<file path="src/rtl/riscv_opfetch.sv">
// riscv_opfetch -- operand fetch stage between decode and execute.
//
// Purpose:
//    Accepts one decoded instruction per cycle and reads its source
//    operands from the register file. The writeback port is forwarded
//    into both the freshly captured operands and any operands still
//    waiting in the stage. The result is registered, with one cycle of
//    latency and a valid/ready handshake on each side.
//
// Configuration macro:
//    RISCV_OPFETCH_SKID_EN - adds a one-entry skid buffer. With it,
//    in_ready becomes a registered signal that no longer depends on
//    out_ready. Without it (the default), in_ready = !out_valid || out_ready.
//
// Ports:
//    i_opfetch_clk, i_opfetch_rst          clock, synchronous active-high reset
//    i_opfetch_in_valid / o_opfetch_in_ready  upstream handshake
//    i_opfetch_pc, i_opfetch_rs1/rs2/rd_addr  incoming instruction fields
//    o_opfetch_rs1_addr / o_opfetch_rs2_addr  register file read addresses
//    i_opfetch_rs1_data / i_opfetch_rs2_data  register file read data
//    i_opfetch_wb_wen/_addr/_data            writeback port (forwarding source)
//    i_opfetch_flush                         drop held and incoming instructions
//    o_opfetch_out_valid / i_opfetch_out_ready downstream handshake
//    o_opfetch_pc, _rs1_val, _rs2_val, _rd_addr registered payload
module riscv_opfetch #(
   parameter int XLEN = 32
) (
   input  logic            i_opfetch_clk,
   input  logic            i_opfetch_rst,
   input  logic            i_opfetch_in_valid,
   output logic            o_opfetch_in_ready,
   input  logic [XLEN-1:0] i_opfetch_pc,
   input  logic [4:0]      i_opfetch_rs1_addr,
   input  logic [4:0]      i_opfetch_rs2_addr,
   input  logic [4:0]      i_opfetch_rd_addr,
   output logic [4:0]      o_opfetch_rs1_addr,
   output logic [4:0]      o_opfetch_rs2_addr,
   input  logic [XLEN-1:0] i_opfetch_rs1_data,
   input  logic [XLEN-1:0] i_opfetch_rs2_data,
   input  logic            i_opfetch_wb_wen,
   input  logic [4:0]      i_opfetch_wb_addr,
   input  logic [XLEN-1:0] i_opfetch_wb_data,
   input  logic            i_opfetch_flush,
   output logic            o_opfetch_out_valid,
   input  logic            i_opfetch_out_ready,
   output logic [XLEN-1:0] o_opfetch_pc,
   output logic [XLEN-1:0] o_opfetch_rs1_val,
   output logic [XLEN-1:0] o_opfetch_rs2_val,
   output logic [4:0]      o_opfetch_rd_addr
);

   // Replaces an operand value with the writeback data when the writeback
   // targets that operand's register. x0 is never forwarded.
   function automatic logic [XLEN-1:0] snoopOp(input logic [4:0] addr,
                                               input logic [XLEN-1:0] held,
                                               input logic wen,
                                               input logic [4:0] wAddr,
                                               input logic [XLEN-1:0] wData);
      if (wen && (wAddr == addr) && (addr != 5'd0)) return wData;
      return held;
   endfunction

   logic            outValid_q, outValid_d;
   logic [XLEN-1:0] outPc_q, outPc_d;
   logic [XLEN-1:0] outRs1_q, outRs1_d;
   logic [XLEN-1:0] outRs2_q, outRs2_d;
   logic [4:0]      outRd_q, outRd_d;
   logic [4:0]      outRs1Addr_q, outRs1Addr_d;
   logic [4:0]      outRs2Addr_q, outRs2Addr_d;

   logic            inReady;
   logic            accept;
   logic            outFree;
   logic [XLEN-1:0] newRs1;
   logic [XLEN-1:0] newRs2;

   assign o_opfetch_rs1_addr = i_opfetch_rs1_addr;
   assign o_opfetch_rs2_addr = i_opfetch_rs2_addr;

   // x0 reads as zero no matter what the register file returns.
   // Otherwise a same-cycle writeback to the register wins over the
   // stale read data.
   assign newRs1 = snoopOp(i_opfetch_rs1_addr,
                           (i_opfetch_rs1_addr == 5'd0) ? '0 : i_opfetch_rs1_data,
                           i_opfetch_wb_wen, i_opfetch_wb_addr, i_opfetch_wb_data);
   assign newRs2 = snoopOp(i_opfetch_rs2_addr,
                           (i_opfetch_rs2_addr == 5'd0) ? '0 : i_opfetch_rs2_data,
                           i_opfetch_wb_wen, i_opfetch_wb_addr, i_opfetch_wb_data);

   // The output register can take a new entry this edge when it is empty
   // or when its current entry is leaving.
   assign outFree = !outValid_q || i_opfetch_out_ready;
   assign accept  = i_opfetch_in_valid && inReady;

`ifdef RISCV_OPFETCH_SKID_EN
   logic            skidValid_q, skidValid_d;
   logic [XLEN-1:0] skidPc_q, skidPc_d;
   logic [XLEN-1:0] skidRs1_q, skidRs1_d;
   logic [XLEN-1:0] skidRs2_q, skidRs2_d;
   logic [4:0]      skidRd_q, skidRd_d;
   logic [4:0]      skidRs1Addr_q, skidRs1Addr_d;
   logic [4:0]      skidRs2Addr_q, skidRs2Addr_d;

   // Ready depends only on registered state, which removes the
   // combinational path from out_ready. Ready is held low during reset.
   assign inReady = !skidValid_q && !i_opfetch_rst;
`else
   assign inReady = outFree;
`endif

   assign o_opfetch_in_ready = inReady;

   // Next-state logic. By default, every held entry keeps its contents
   // with the writeback snooped in. Flush drops everything. Otherwise the
   // output is refilled from the skid entry first, then from the input,
   // which keeps instructions in order.
   always_comb begin
      outValid_d   = outValid_q;
      outPc_d      = outPc_q;
      outRd_d      = outRd_q;
      outRs1Addr_d = outRs1Addr_q;
      outRs2Addr_d = outRs2Addr_q;
      outRs1_d     = snoopOp(outRs1Addr_q, outRs1_q, i_opfetch_wb_wen,
                             i_opfetch_wb_addr, i_opfetch_wb_data);
      outRs2_d     = snoopOp(outRs2Addr_q, outRs2_q, i_opfetch_wb_wen,
                             i_opfetch_wb_addr, i_opfetch_wb_data);
`ifdef RISCV_OPFETCH_SKID_EN
      skidValid_d   = skidValid_q;
      skidPc_d      = skidPc_q;
      skidRd_d      = skidRd_q;
      skidRs1Addr_d = skidRs1Addr_q;
      skidRs2Addr_d = skidRs2Addr_q;
      skidRs1_d     = snoopOp(skidRs1Addr_q, skidRs1_q, i_opfetch_wb_wen,
                              i_opfetch_wb_addr, i_opfetch_wb_data);
      skidRs2_d     = snoopOp(skidRs2Addr_q, skidRs2_q, i_opfetch_wb_wen,
                              i_opfetch_wb_addr, i_opfetch_wb_data);

      if (i_opfetch_flush) begin
         outValid_d  = 1'b0;
         skidValid_d = 1'b0;
      end else if (outFree) begin
         if (skidValid_q) begin
            outValid_d   = 1'b1;
            outPc_d      = skidPc_q;
            outRd_d      = skidRd_q;
            outRs1Addr_d = skidRs1Addr_q;
            outRs2Addr_d = skidRs2Addr_q;
            outRs1_d     = skidRs1_d;
            outRs2_d     = skidRs2_d;
            skidValid_d  = 1'b0;
         end else if (accept) begin
            outValid_d   = 1'b1;
            outPc_d      = i_opfetch_pc;
            outRd_d      = i_opfetch_rd_addr;
            outRs1Addr_d = i_opfetch_rs1_addr;
            outRs2Addr_d = i_opfetch_rs2_addr;
            outRs1_d     = newRs1;
            outRs2_d     = newRs2;
         end else begin
            outValid_d = 1'b0;
         end
      end else if (accept) begin
         skidValid_d   = 1'b1;
         skidPc_d      = i_opfetch_pc;
         skidRd_d      = i_opfetch_rd_addr;
         skidRs1Addr_d = i_opfetch_rs1_addr;
         skidRs2Addr_d = i_opfetch_rs2_addr;
         skidRs1_d     = newRs1;
         skidRs2_d     = newRs2;
      end
`else
      if (i_opfetch_flush) begin
         outValid_d = 1'b0;
      end else if (accept) begin
         outValid_d   = 1'b1;
         outPc_d      = i_opfetch_pc;
         outRd_d      = i_opfetch_rd_addr;
         outRs1Addr_d = i_opfetch_rs1_addr;
         outRs2Addr_d = i_opfetch_rs2_addr;
         outRs1_d     = newRs1;
         outRs2_d     = newRs2;
      end else if (outFree) begin
         outValid_d = 1'b0;
      end
`endif
   end

   // State registers. Reset clears the payload as well as the valid bits,
   // so the outputs read as zero after reset.
   always_ff @(posedge i_opfetch_clk) begin
      if (i_opfetch_rst) begin
         outValid_q    <= 1'b0;
         outPc_q       <= '0;
         outRs1_q      <= '0;
         outRs2_q      <= '0;
         outRd_q       <= '0;
         outRs1Addr_q  <= '0;
         outRs2Addr_q  <= '0;
`ifdef RISCV_OPFETCH_SKID_EN
         skidValid_q   <= 1'b0;
         skidPc_q      <= '0;
         skidRs1_q     <= '0;
         skidRs2_q     <= '0;
         skidRd_q      <= '0;
         skidRs1Addr_q <= '0;
         skidRs2Addr_q <= '0;
`endif
      end else begin
         outValid_q    <= outValid_d;
         outPc_q       <= outPc_d;
         outRs1_q      <= outRs1_d;
         outRs2_q      <= outRs2_d;
         outRd_q       <= outRd_d;
         outRs1Addr_q  <= outRs1Addr_d;
         outRs2Addr_q  <= outRs2Addr_d;
`ifdef RISCV_OPFETCH_SKID_EN
         skidValid_q   <= skidValid_d;
         skidPc_q      <= skidPc_d;
         skidRs1_q     <= skidRs1_d;
         skidRs2_q     <= skidRs2_d;
         skidRd_q      <= skidRd_d;
         skidRs1Addr_q <= skidRs1Addr_d;
         skidRs2Addr_q <= skidRs2Addr_d;
`endif
      end
   end

   assign o_opfetch_out_valid = outValid_q;
   assign o_opfetch_pc        = outPc_q;
   assign o_opfetch_rs1_val   = outRs1_q;
   assign o_opfetch_rs2_val   = outRs2_q;
   assign o_opfetch_rd_addr   = outRd_q;

endmodule

</file>
<file path="config.mk">
export PLATFORM = sky130hd
export DESIGN_NAME = riscv_opfetch
export DESIGN_NICKNAME = d
export VERILOG_FILES = /design/src/rtl/riscv_opfetch.sv
export SDC_FILE = /design/constraint.sdc
export NUM_CORES = 1
export LEC_CHECK = 0
export ABC_AREA = 1
export CAP_MARGIN = 20
export CORE_MARGIN = 2
export CORE_UTILIZATION = 40
export DETAILED_ROUTE_END_ITERATION = 6
export GPL_TIMING_DRIVEN = 0
export PLACE_DENSITY = 0.8
export SYNTH_ARGS = -nofsm -noshare
export SYNTH_HDL_FRONTEND = slang
export SYNTH_SLANG_ARGS = --single-unit
</file>
<file path="constraint.sdc">
create_clock -name i_opfetch_clk -period 3.64 [get_ports i_opfetch_clk]
set_input_delay 0.364 -clock i_opfetch_clk [delete_from_list [all_inputs] [get_ports i_opfetch_clk]]
set_output_delay 0.364 -clock i_opfetch_clk [all_outputs]
set_load 0.005 [all_outputs]
</file>
Word-level counts from Yosys, hierarchy flattened
Cells that the tools add are included.

Bits in read-only memories: 0. Bits in writable memories: 0. Word-level logic and storage cells: 52. Output and inout bits: 113. Flip-flop bits (word level): 112. Memories: 0. Latch bits: 0. Input port bits: 154.

$lt $le $gt $ge: 0. Add/sub/neg operators: 0. Div/mod/pow operators: 0. Eq/ne operators: 4. $mul: 0. Reductions and logical operators: 20. Muxes and demuxes: 20. Bitwise logic cells: 1. Shifts and indexed selects: 0.

Operators by type and width (number): $mux 32 (14); $eq 5x5->1 (4); $reduce_bool 5->1 (4); $logic_not 5->1 (2); $logic_and 1x1->1 (9); $mux 1 (6); $reduce_and 2->1 (1); $reduce_bool 2->1 (1); $reduce_or 2->1 (1); $logic_not 1->1 (1); $logic_or 1x1->1 (1); $not 1->1 (1).

Logic depth before layout (Yosys ltp)
Gate-level depths: netlist of run 1.

Depth in word-level cells: 7. Mapped depth: 12. Depth with buffers taken out: 11.

Least setup slack after synthesis of run 1
Ideal clock, no wire load.

Path type: input-to-reg. From: in i_opfetch_wb_addr[4]. To: reg outRs2_q[28], in the netlist o_opfetch_rs2_val[28]. Data required time: 3527 ps. Path buffers: 1. Slack: 2264 ps. Cell stages on the path: 11. Setup time: 113 ps. Data arrival time: 1263 ps. Cells stage by stage: inv_1 nand2_1 nand2_1 nand2_1 nor2_4 nand2_4 buf_6 nand2_1 nand3_1 nand2_1 nor2_1.

Longest elaborated chain between the ends: 7. Elaborated cells on any way between the ends: 12. Those cells by class: eq/ne (2); mux (6); reduce/logical (4).

RTL lines: from (decl) (RTL line 41) `input logic [4:0] i_opfetch_wb_addr,`; $eq 5x5->1 (RTL line 59) `if (wen && (wAddr == addr) && (addr != 5'd0)) return wData;`; $logic_and 1x1->1 (2 in series) (RTL line 59); $mux 1 (RTL line 59); $mux 32 (RTL line 60) `return held;`; $mux 32 (RTL line 174) `end else if (accept) begin`; $mux 32 (*) (RTL line 172) `if (i_opfetch_flush) begin`; to (signal assigned) (RTL line 212) `outRs2_q <= outRs2_d;`; to (decl) (RTL line 66) `logic [XLEN-1:0] outRs2_q, outRs2_d;`.

Mark *: on every way between the ends. The rest lies on a longest branch, timed or not. A chain may end at the register's enable or synchronous reset.

Final worst setup path of run 1
From: in i_opfetch_rs1_addr[3]. To: reg outRs1_q[0], in the netlist o_opfetch_rs1_val[0].

Longest elaborated chain between the ends: 7. Elaborated cells on any way between the ends: 10. Those cells by class: eq/ne (1); mux (5); reduce/logical (4).

RTL lines: from (decl) (RTL line 33) `input logic [4:0] i_opfetch_rs1_addr,`; $eq 5x5->1 (RTL line 59); $logic_and 1x1->1 (2 in series) (RTL line 59); $mux 1 (RTL line 59); $mux 32 (*) (RTL line 60); $mux 32 (*) (RTL line 174); $mux 32 (*) (RTL line 172); to (signal assigned) (RTL line 211) `outRs1_q <= outRs1_d;`; to (decl) (RTL line 65) `logic [XLEN-1:0] outRs1_q, outRs1_d;`.

Marks and branches as above.

==> results.md, run 1 <==
- Outcome: finished clean
- Largest net degree at the start of global routing: 17
- Endpoints failing hold: 0
- Max incr delay on CP: 0.48 ns
- Cts hold-fix bufs: 0
- Crit path DAT: about 2.3 ns
- Reg2reg start: o_opfetch_out_valid$_SDFFE_PP0P_
- Die W: about 140 µm
- CTS tree: yes
- Max stage delay cell, worst path: clkdlybuf4s50_1
- Setup CP Type: in2reg
- Post-Syn Area: 0.00725 mm²
- Area occupied by multi-input gates: 0.00373 mm²
- Hold path cells: 2
- R2R Setup Slk: between 1.5 and 2 ns
- # IOs: 267
- Total power: approximately 3400 µW
- Max VDD drop: just over 200 µV
- Via-per-instance ratio: between 4 and 5
- Final Cycle Share: 54.7%
- Total gr overflow: 0
- GPL Wtd Cong: 0.866
- Initial antenna violation count: 0
- First-pass GRT wire length: a little over 40000 µm
- Max FO, Critical Path: 10
- RSZ-0062 raised after global routing: no
- Area leader, netlist: dfxtp_1
- Post-synth top area share: 30.9%
- Antenna cell count: 0
- Worst EP required: between 3 and 4 ns
- # port buffers: between 200 and 300
- FMAX: approximately 500 MHz
- Cell Rows: around 50
- Clock skew: around 0.0089 ns
- Capturing element type of the critical path: flip-flop
- Minimum clock period: 1.99 ns
- Setup violations, final: 0
- Vias: approximately 8500
- Syn-to-layout area delta: 45.1%
- CTS Root Cell: clkbuf_16
- Post-Syn Instances: around 1200
- Max-Cap Viols: 0
- Die Ht: 139 µm
- Cell variety after synth: 24
- FF+latch area: roughly 0.0022 mm²
- Placed Cells: roughly 1700
- Yosys warns: 0
- Non-Filler Instances: around 1700
- Top cell family by delay on the critical path: buffers and inverters
- R2R depth: 9
- Leak pwr: 0.00519 µW
- Aggregate global-route resource usage: about a quarter
- Clock slew at reported path FFs: ~0.08 ns
- DRC viols: 0
- Max Slew Vio Count: 0
- Max Root-Sink Buffers: 2
- Post-cts resize count: 0
- Pwr Density: around 320 mW/mm²
- Reg-to-Reg End: o_opfetch_rd_addr[1]$_SDFFE_PP0P_
- Worst Hold End: o_opfetch_pc[12]$_SDFFE_PP0P_
- DIE AREA: about 0.019 mm²
- Setup bufs post-CTS: 0
- Fin util: 58.8%
- First-pass DRT Iterations: 5
- Clock latency on the worst-skew pair: around 0.36 ns
- Vias in the first global route: just over 8000
- Syn_area_per_cell: ~6 µm²
- Slew Limit Headroom: about 60%
- Worst Hold Launch: o_opfetch_pc[12]$_SDFFE_PP0P_
- Synth Register Bits: around 110
- Startpoint Class: input pin
- CTS sink cnt: between 100 and 150
- CP Buf/Inv Count: 5
- # fillers: between 1500 and 2000
- Core Region: 0.0179 mm²
- # H-tree levels: 3
- DR iter-0 viols: between 400 and 500
- Synth top area cells: dfxtp_1, nand2_1, nor2_1
- Slew at the pin closest to its max-slew limit: ~0.6 ns
- WL per Instance: approximately 15 µm
- Worst Hold Class: reg2reg
- Layout Nets: about 1700
- Routed Antenna Nets: 0
- Initial core utilization: between 40% and 50%
- Setup TNS: 0 ns
- CP cell instances: clkdlybuf4s50_1 > inv_1 > nand3_1 > nor2_1 > inv_1 > buf_2 > nand2_1 > inv_1 > nand2_1 > nand3_1 > nand2_1 > nor2_1
- Share of cells above drive strength 1: 7.57%
- Sequential share of the synthesized area: a little under a third
- Hpwl dp: between 15000 and 20000 µm
- Final WL: approximately 26000 µm
- CTS buffer count: 9
- Syn_nets: 1391
[stage by stage]
step / hold slack [ns] / cell area [µm²] / setup WS [ns]
2_1_floorplan: 0.437 / 7250 / 2.26
3_3_place_gp: 0.490 / 10200 / 1.33
3_5_place_dp: 0.501 / 10200 / 1.33
4_1_cts: 0.523 / 10500 / 1.69
5_1_grt: 0.552 / 10500 / 1.51
6_report: 0.519 / 10500 / 1.65
[area by class of cell]
class                      count  share of cell area (%)
buffer                        91                    6.08
clock buffer                  14                    2.70
clock inverter                 2                   0.333
inverter                     170                    6.06
multi-input combinational    864                    35.5
sequential                   112                    21.3
tap                          229                    2.72
timing repair buffer         266                    25.3
[report_power, final]
| group | total (µW) | switching, µW | internal, µW |
|---|---|---|---|
| combinational | 946 | 468 | 478 |
| sequential | 1360 | 50.4 | 1310 |
| clock | 1090 | 476 | 610 |
| total | 3400 | 995 | 2400 |
[synthesized netlist by cell type]
cell type	n
a211oi_1	1
a21oi_1	11
o21ai_0	47
buf_1	3
clkinv_1	2
nand2_4	2
nand2_1	312
a21oi_2	2
nor2_4	8
nand3_2	3
xor2_1	1
clkbuf_1	13
nor2_2	5
nand4_1	32
dfxtp_1	112
nand3_1	165
o21ai_1	1
xnor2_1	1
buf_4	19
nor2_1	273
inv_2	5
buf_6	25
inv_1	163
buf_2	31
[layer usage]
layer  vias up  track usage, %  part of all wire, %
li1       4335               -                    -
met1      3781            31.6                   41
met2       389            43.7                   47
met3        43            6.39                  9.6
met4         0            8.98                  2.6
met5         -               0                    0
[registers in the layout, indices dropped and copies added (netlist names)]
| name | count |
|---|---|
| outRs1Addr_q | 5 |
| o_opfetch_rs1_val | 32 |
| o_opfetch_out_valid | 1 |
| o_opfetch_rs2_val | 32 |
| o_opfetch_rd_addr | 5 |
| outRs2Addr_q | 5 |
| o_opfetch_pc | 32 |
[placed cells by master, fill, tap and decap left out]
cell type | synthesis | routed
a211oi_1 | 1 | 1
a21oi_1 | 11 | 11
a21oi_2 | 2 | 2
buf_1 | 3 | 3
buf_2 | 31 | 31
buf_4 | 19 | 19
buf_6 | 25 | 25
bufinv_16 | 0 | 1
clkbuf_1 | 13 | 14
clkbuf_16 | 0 | 9
clkbuf_8 | 0 | 4
clkdlybuf4s50_1 | 0 | 266
clkinv_1 | 2 | 2
clkinv_2 | 0 | 1
dfxtp_1 | 112 | 112
inv_1 | 163 | 163
inv_2 | 5 | 5
nand2_1 | 312 | 312
nand2_4 | 2 | 2
nand3_1 | 165 | 165
nand3_2 | 3 | 3
nand4_1 | 32 | 32
nor2_1 | 273 | 273
nor2_2 | 5 | 5
nor2_4 | 8 | 8
o21ai_0 | 47 | 47
o21ai_1 | 1 | 1
xnor2_1 | 1 | 1
xor2_1 | 1 | 1
[how the worst max path moves through the flow]
stage	startpoint	to	cells after the start
after floorplan	i_opfetch_wb_addr[4]	o_opfetch_rs2_val[28]$_SDFF_PP0_	11
after global placement	i_opfetch_in_valid	o_opfetch_rd_addr[1]$_SDFFE_PP0P_	9
after detailed placement	i_opfetch_rs2_addr[3]	o_opfetch_rs2_val[10]$_SDFF_PP0_	12
after CTS	i_opfetch_rs1_addr[3]	o_opfetch_rs1_val[0]$_SDFF_PP0_	12
after global routing	i_opfetch_out_ready	o_opfetch_pc[27]$_SDFFE_PP0P_	9
final	i_opfetch_rs1_addr[3]	o_opfetch_rs1_val[0]$_SDFF_PP0_	12
[worst min-delay path, delay by kind of cell, from the launching register on]
family	cells	cell delay [ns]
AOI/OAI and AO/OA	1	0.08
DFF	1	0.33
and+or+nand+nor	1	0.08
[cells by family (layout without fill, tap and decap cells)]
logic type / after synthesis / in the layout / share of synthesized area [%]
and+or+nand+nor: 800 / 800 / 46.8
AOI/OAI and AO/OA: 62 / 62 / 4.42
xor gates and xnor gates: 2 / 2 / 0.242
DFF: 112 / 112 / 30.9
buffers and inverters: 261 / 543 / 17.6
Power figures use the tool's default switching activity.
==> inputs of run 2 (changes only) <==
Clock period 3.64 ns to 2 ns, I/O delays scaled along.
==> run 2 against run 1 <==
Sequential cell count did not move. Wire length barely moved. Non-clock buffer count did not move. Global-route usage barely moved. Worst hold slack got worse by 0.095 ns. Design area barely moved. Die area did not move. Final cell count did not move. Critical endpoint unchanged.
==> results.md, run 2 (synthesized netlist as in run 1, its figures left out) <==
- GPL Wtd Cong: ~0.87
- Initial core utilization: roughly two fifths
- Vias: around 8600
- Max FO, Critical Path: 10
- Worst EP required: between 2 and 2.5 ns
- CTS tree: yes
- Total power: 6190 µW
- First-pass DRT Iterations: 5
- R2R Setup Slk: between 0.2 and 0.25 ns
- Endpoints failing hold: 0
- Capturing element type of the critical path: flip-flop
- Setup bufs post-CTS: 0
- Slew at the pin closest to its max-slew limit: ~0.60 ns
- Max-Cap Viols: 0
- Layout Nets: about 1700
- Most common cell after layout, fill and taps aside: nand2_1
- Largest net degree at the start of global routing: 17
- Post-cts resize count: 0
- Outcome: finished clean
- Antenna cell count: 0
- Worst Hold Class: in2reg
- # H-tree levels: 3
- Slew Limit Headroom: between 60% and 70%
- Leak pwr: roughly 0.0052 µW
- Fin Hold WS: approximately 0.42 ns
- Commonest non-fill, non-tap cells in the layout: nand2_1, nor2_1, clkdlybuf4s50_1
- Total gr overflow: 0
- Syn-to-layout area delta: 45.1%
- Minimum clock period: 1.82 ns
- Non-Filler Instances: 1748
- Die Ht: 139 µm
- Hpwl dp: roughly 19000 µm
- Share of cells above drive strength 1: ~7.6%
- Max Root-Sink Buffers: 2
- Cts hold-fix bufs: 0
- Aggregate global-route resource usage: around a quarter
- Routed Antenna Nets: 0
- Max VDD drop: roughly 370 µV
- Setup CP Type: in2reg
- DR iter-0 viols: 485
- Vias in the first global route: a little over 8000
- # IOs: 267
- Setup TNS: 0 ns
- WL per Instance: approximately 15 µm
- FMAX: about 550 MHz
- Via-per-instance ratio: ~4.9
- Max Slew Vio Count: 0
- Design area: around 0.011 mm²
- Clock slew at reported path FFs: 0.08 ns
- Setup violations, final: 0
- # port buffers: 266
- Cell Rows: between 40 and 50
- Die W: about 140 µm
- Clock skew: approximately 0.0091 ns
- DIE AREA: between 0.015 and 0.02 mm²
- Core Region: between 0.015 and 0.02 mm²
- Initial antenna violation count: 0
- RSZ-0062 raised after global routing: no
- Placed Cells: around 1700
- First-pass GRT wire length: slightly above 40000 µm
- Crit path DAT: 2.08 ns
- Final Cycle Share: between 90% and 100%
- Clock latency on the worst-skew pair: between 0.3 and 0.4 ns
- CTS sink cnt: ~110
- Pwr Density: between 500 and 600 mW/mm²
- CTS buffer count: 9
- DRC viols: 0
- Final WL: between 20000 and 30000 µm
- Area of placed instances: approximately 0.01 mm²
- Startpoint Class: input pin
- CTS Root Cell: clkbuf_16
## run 2: changes by cell type in the layout (fill, tap and decap cells not counted)
cell / change
clkbuf_2: +1
clkbuf_1: -1
## run 2: path summary, 6_finish.rpt
| check | from | end | depth (start not counted) |
|---|---|---|---|
| setup / recovery | i_opfetch_rs1_addr[3] | o_opfetch_rs1_val[0]$_SDFF_PP0_ | 12 |
| hold / removal | i_opfetch_in_valid | o_opfetch_out_valid$_SDFFE_PP0P_ | 3 |
| setup reg to reg | o_opfetch_out_valid$_SDFFE_PP0P_ | o_opfetch_rs1_val[18]$_SDFF_PP0_ | 11 |
| hold reg to reg | o_opfetch_pc[12]$_SDFFE_PP0P_ | o_opfetch_pc[12]$_SDFFE_PP0P_ | 2 |
## run 2: stage by stage
stage | setup slack [ns] | util [%]
3_3_place_gp | -0.150 | 57.0
5_1_grt | 0.0263 | 58.8
3_5_place_dp | -0.149 | 57.0
2_1_floorplan | 0.658 | -
4_1_cts | 0.152 | 58.8
6_report | 0.178 | 58.8
## run 2: cell type report
class	count	area (µm²)
inverter	170	638
buffer	91	641
sequential	112	2240
tap	229	287
multi-input combinational	864	3730
clock inverter	2	35.0
timing repair buffer	266	2660
clock buffer	14	284
fill	1786	7380
## run 2: power by group
group	internal [µW]	switching (µW)	leakage, µW
Combinational	870	852	0.00411
Sequential	2390	91.5	0.000924
Clock	1110	870	0.000159
Total	4370	1810	0.00519
## run 2: per-layer routing
layer / track usage (%) / wire [µm] / part of all wire, %
met1: 31.6 / 10500 / 41
met2: 43.7 / 11900 / 47
met3: 6.18 / 2420 / 9.5
met4: 8.93 / 642 / 2.5
met5: 0 / 0 / 0
## run 2: worst max-delay path, stage by stage
cell and delay [ns]:
clkdlybuf4s50_1 0.48, inv_1 0.15, nand3_1 0.10, nor2_1 0.25, inv_1 0.23, buf_2 0.23, nand2_1 0.12, inv_1 0.05
nand2_1 0.07, nand3_1 0.07, nand2_1 0.08, nor2_1 0.05
==> inputs of run 3 (changes only) <==
==> constraint.sdc (replaced) <==
create_clock -name i_opfetch_clk -period 2.25 [get_ports i_opfetch_clk]
set_input_delay 0.675 -clock i_opfetch_clk [delete_from_list [all_inputs] [get_ports i_opfetch_clk]]
set_output_delay 0.675 -clock i_opfetch_clk [all_outputs]
set_load 0.005 [all_outputs]
==> run 3 against run 2 <==
Sequential cell count unchanged. Sequential share of layout area decreased by 0.19 points. Design area increased by 0.88%. Non-clock buffer count increased by 6. Die area unchanged. Worst hold slack improved by 0.093 ns. Highest routed layer unchanged. Total power decreased by 11%.
==> results.md, run 3 (synthesized netlist as in run 1, its figures left out) <==
- Routed wl met3: between 2000 and 2500 µm
- Vias in the first global route: roughly 8000
- Total power: between 5000 and 6000 µW
- Core Region: about 0.018 mm²
- FF+latch area: roughly 0.0022 mm²
- # fillers: roughly 1800
- Most common cell after layout, fill and taps aside: nand2_1
- Slew at the pin closest to its max-slew limit: around 0.48 ns
- Wire length on met1: 10600 µm
- RSZ-0062 raised after global routing: no
- Pint: between 3000 and 4000 µW
- Setup CP Type: in2out
- Largest net degree at the start of global routing: 17
- P_sw: between 1500 and 2000 µW
- DRC viols: 0
- Sequential share of power: between 40 and 50%
- Slew Limit Headroom: between 60 and 70%
- Final WL: about 26000 µm
- Capturing element type of the critical path: output pin
- Layout Nets: between 1500 and 2000
- GPL Wtd Cong: between 0.8 and 0.9
- WL met2: 12000 µm
- CP cell instances: dlygate4sd2_1 > buf_4 > clkdlybuf4s50_1
- DIE AREA: 0.0192 mm²
- Total gr overflow: 0
- Switching share of power: around 29%
- Die Ht: 139 µm
- Placement Setup Slack: -0.374 ns
- # port buffers: 266
- Startpoint Class: input pin
- CTS Root Cell: clkbuf_16
- Pwr Density: between 500 and 600 mW/mm²
- # IOs: 267
- Area occupied by multi-input gates: about 0.0037 mm²
- DR iter-0 viols: 550
- WL per Instance: around 15 µm
- CTS buffer count: 9
- Max Slew Vio Count: 0
- Comb pwr share: 28.0%
- Cell Rows: slightly below 50
- Crit path DAT: around 1.6 ns
- Worst Hold Class: reg2reg
- Worst setup margin: approximately 0.022 ns
- Die W: ~140 µm
- Max VDD drop: roughly 330 µV
- Leak pwr: 0.00527 µW
- Via-per-instance ratio: slightly below 5
- Max stage delay cell, worst path: clkdlybuf4s50_1
- Endpoints failing hold: 0
- Clock slew at reported path FFs: 0.07 ns
- CTS sink cnt: between 100 and 150
- Vias: 8608
- FMAX: around 450 MHz
- CTS tree: yes
- Commonest non-fill, non-tap cells in the layout: nand2_1, nor2_1, clkdlybuf4s50_1
- Max-Cap Viols: 0
- Outcome: finished clean
- Routed Antenna Nets: 0
- Power share of the clock group: about a third
- Setup violations, final: 0
- Share of cells above drive strength 1: 8.33%
- Minimum clock period: ~2.2 ns
- Top Metal Used: met4
- Clock skew: between 0.009 and 0.01 ns
- Hpwl dp: about 19000 µm
- Aggregate global-route resource usage: roughly 26%
- Max incr delay on CP: ~0.48 ns
- Max Root-Sink Buffers: 2
- Clock latency on the worst-skew pair: about 0.36 ns
- Syn-to-layout area delta: 46.4%
- First-pass GRT wire length: between 40000 and 50000 µm
- Final Cycle Share: approximately 99%
- Initial antenna violation count: 0
- Cts hold-fix bufs: 0
- Worst EP required: ~1.6 ns
- Max FO, Critical Path: 3
- First-pass DRT Iterations: 5
- Initial core utilization: 40.5%
- # H-tree levels: 3
- Antenna cell count: 0
[run 3: area by class of cell]
type	instances	share of cell area, %
clock inverter	2	0.330
inverter	170	6.01
clock buffer	14	2.68
sequential	112	21.1
tap	229	2.70
buffer	90	6.07
multi-input combinational	864	35.3
timing repair buffer	273	25.8
[run 3: worst paths after layout]
kind,start,endpoint,slack [ns],depth (start not counted)
worst max-delay path,i_opfetch_rs2_addr[4],o_opfetch_rs2_addr[4],0.02,3
worst max register to register,o_opfetch_out_valid$_SDFFE_PP0P_,o_opfetch_rs1_val[18]$_SDFF_PP0_,0.50,11
worst min-delay path,o_opfetch_pc[1]$_SDFFE_PP0P_,o_opfetch_pc[1]$_SDFFE_PP0P_,0.52,2
worst min register to register,o_opfetch_pc[1]$_SDFFE_PP0P_,o_opfetch_pc[1]$_SDFFE_PP0P_,0.52,2
[run 3: power by group through the flow]
stage / sequential [µW] / clock, µW / combinational [µW]
detailed placement: 2250 / 0 / 1520
CTS: 2210 / 1780 / 1520
global route: 2230 / 1850 / 1700
global placement: 2250 / 0 / 1500
floorplan: 2250 / 0 / 713
finish: 2210 / 1750 / 1540
[run 3: per-stage QoR]
stage          hold slack [ns]  instances  util, %  area, µm²  setup TNS [ns]
2_1_floorplan            0.502       1237        -       7250               0
3_3_place_gp             0.490       1732     57.0      10200          -32.29
3_5_place_dp             0.501       1732     57.0      10200          -33.62
4_1_cts                  0.523       1748     58.7      10500               0
5_1_grt                  0.552       1754     59.3      10600               0
6_report                 0.517       1754     59.3      10600               0
[run 3: critical path, delay by kind of cell]
kind,cells,cell delay [ns]
buffers and inverters,3,0.87
[run 3: metal layers]
metal | up-vias | GRT usage, %
li1 | 4346 | -
met1 | 3812 | 31.6
met2 | 407 | 43.7
met3 | 43 | 6.39
met4 | 0 | 8.98
met5 | - | 0
[run 3: what timing repair did]
item / in CTS / in global routing
resized for setup: 14 / 15
buffers inserted: 0 / 6
gates cloned: 0 / 1
endpoints found under the setup margin: 15 / 79
pin swaps: 0 / 4
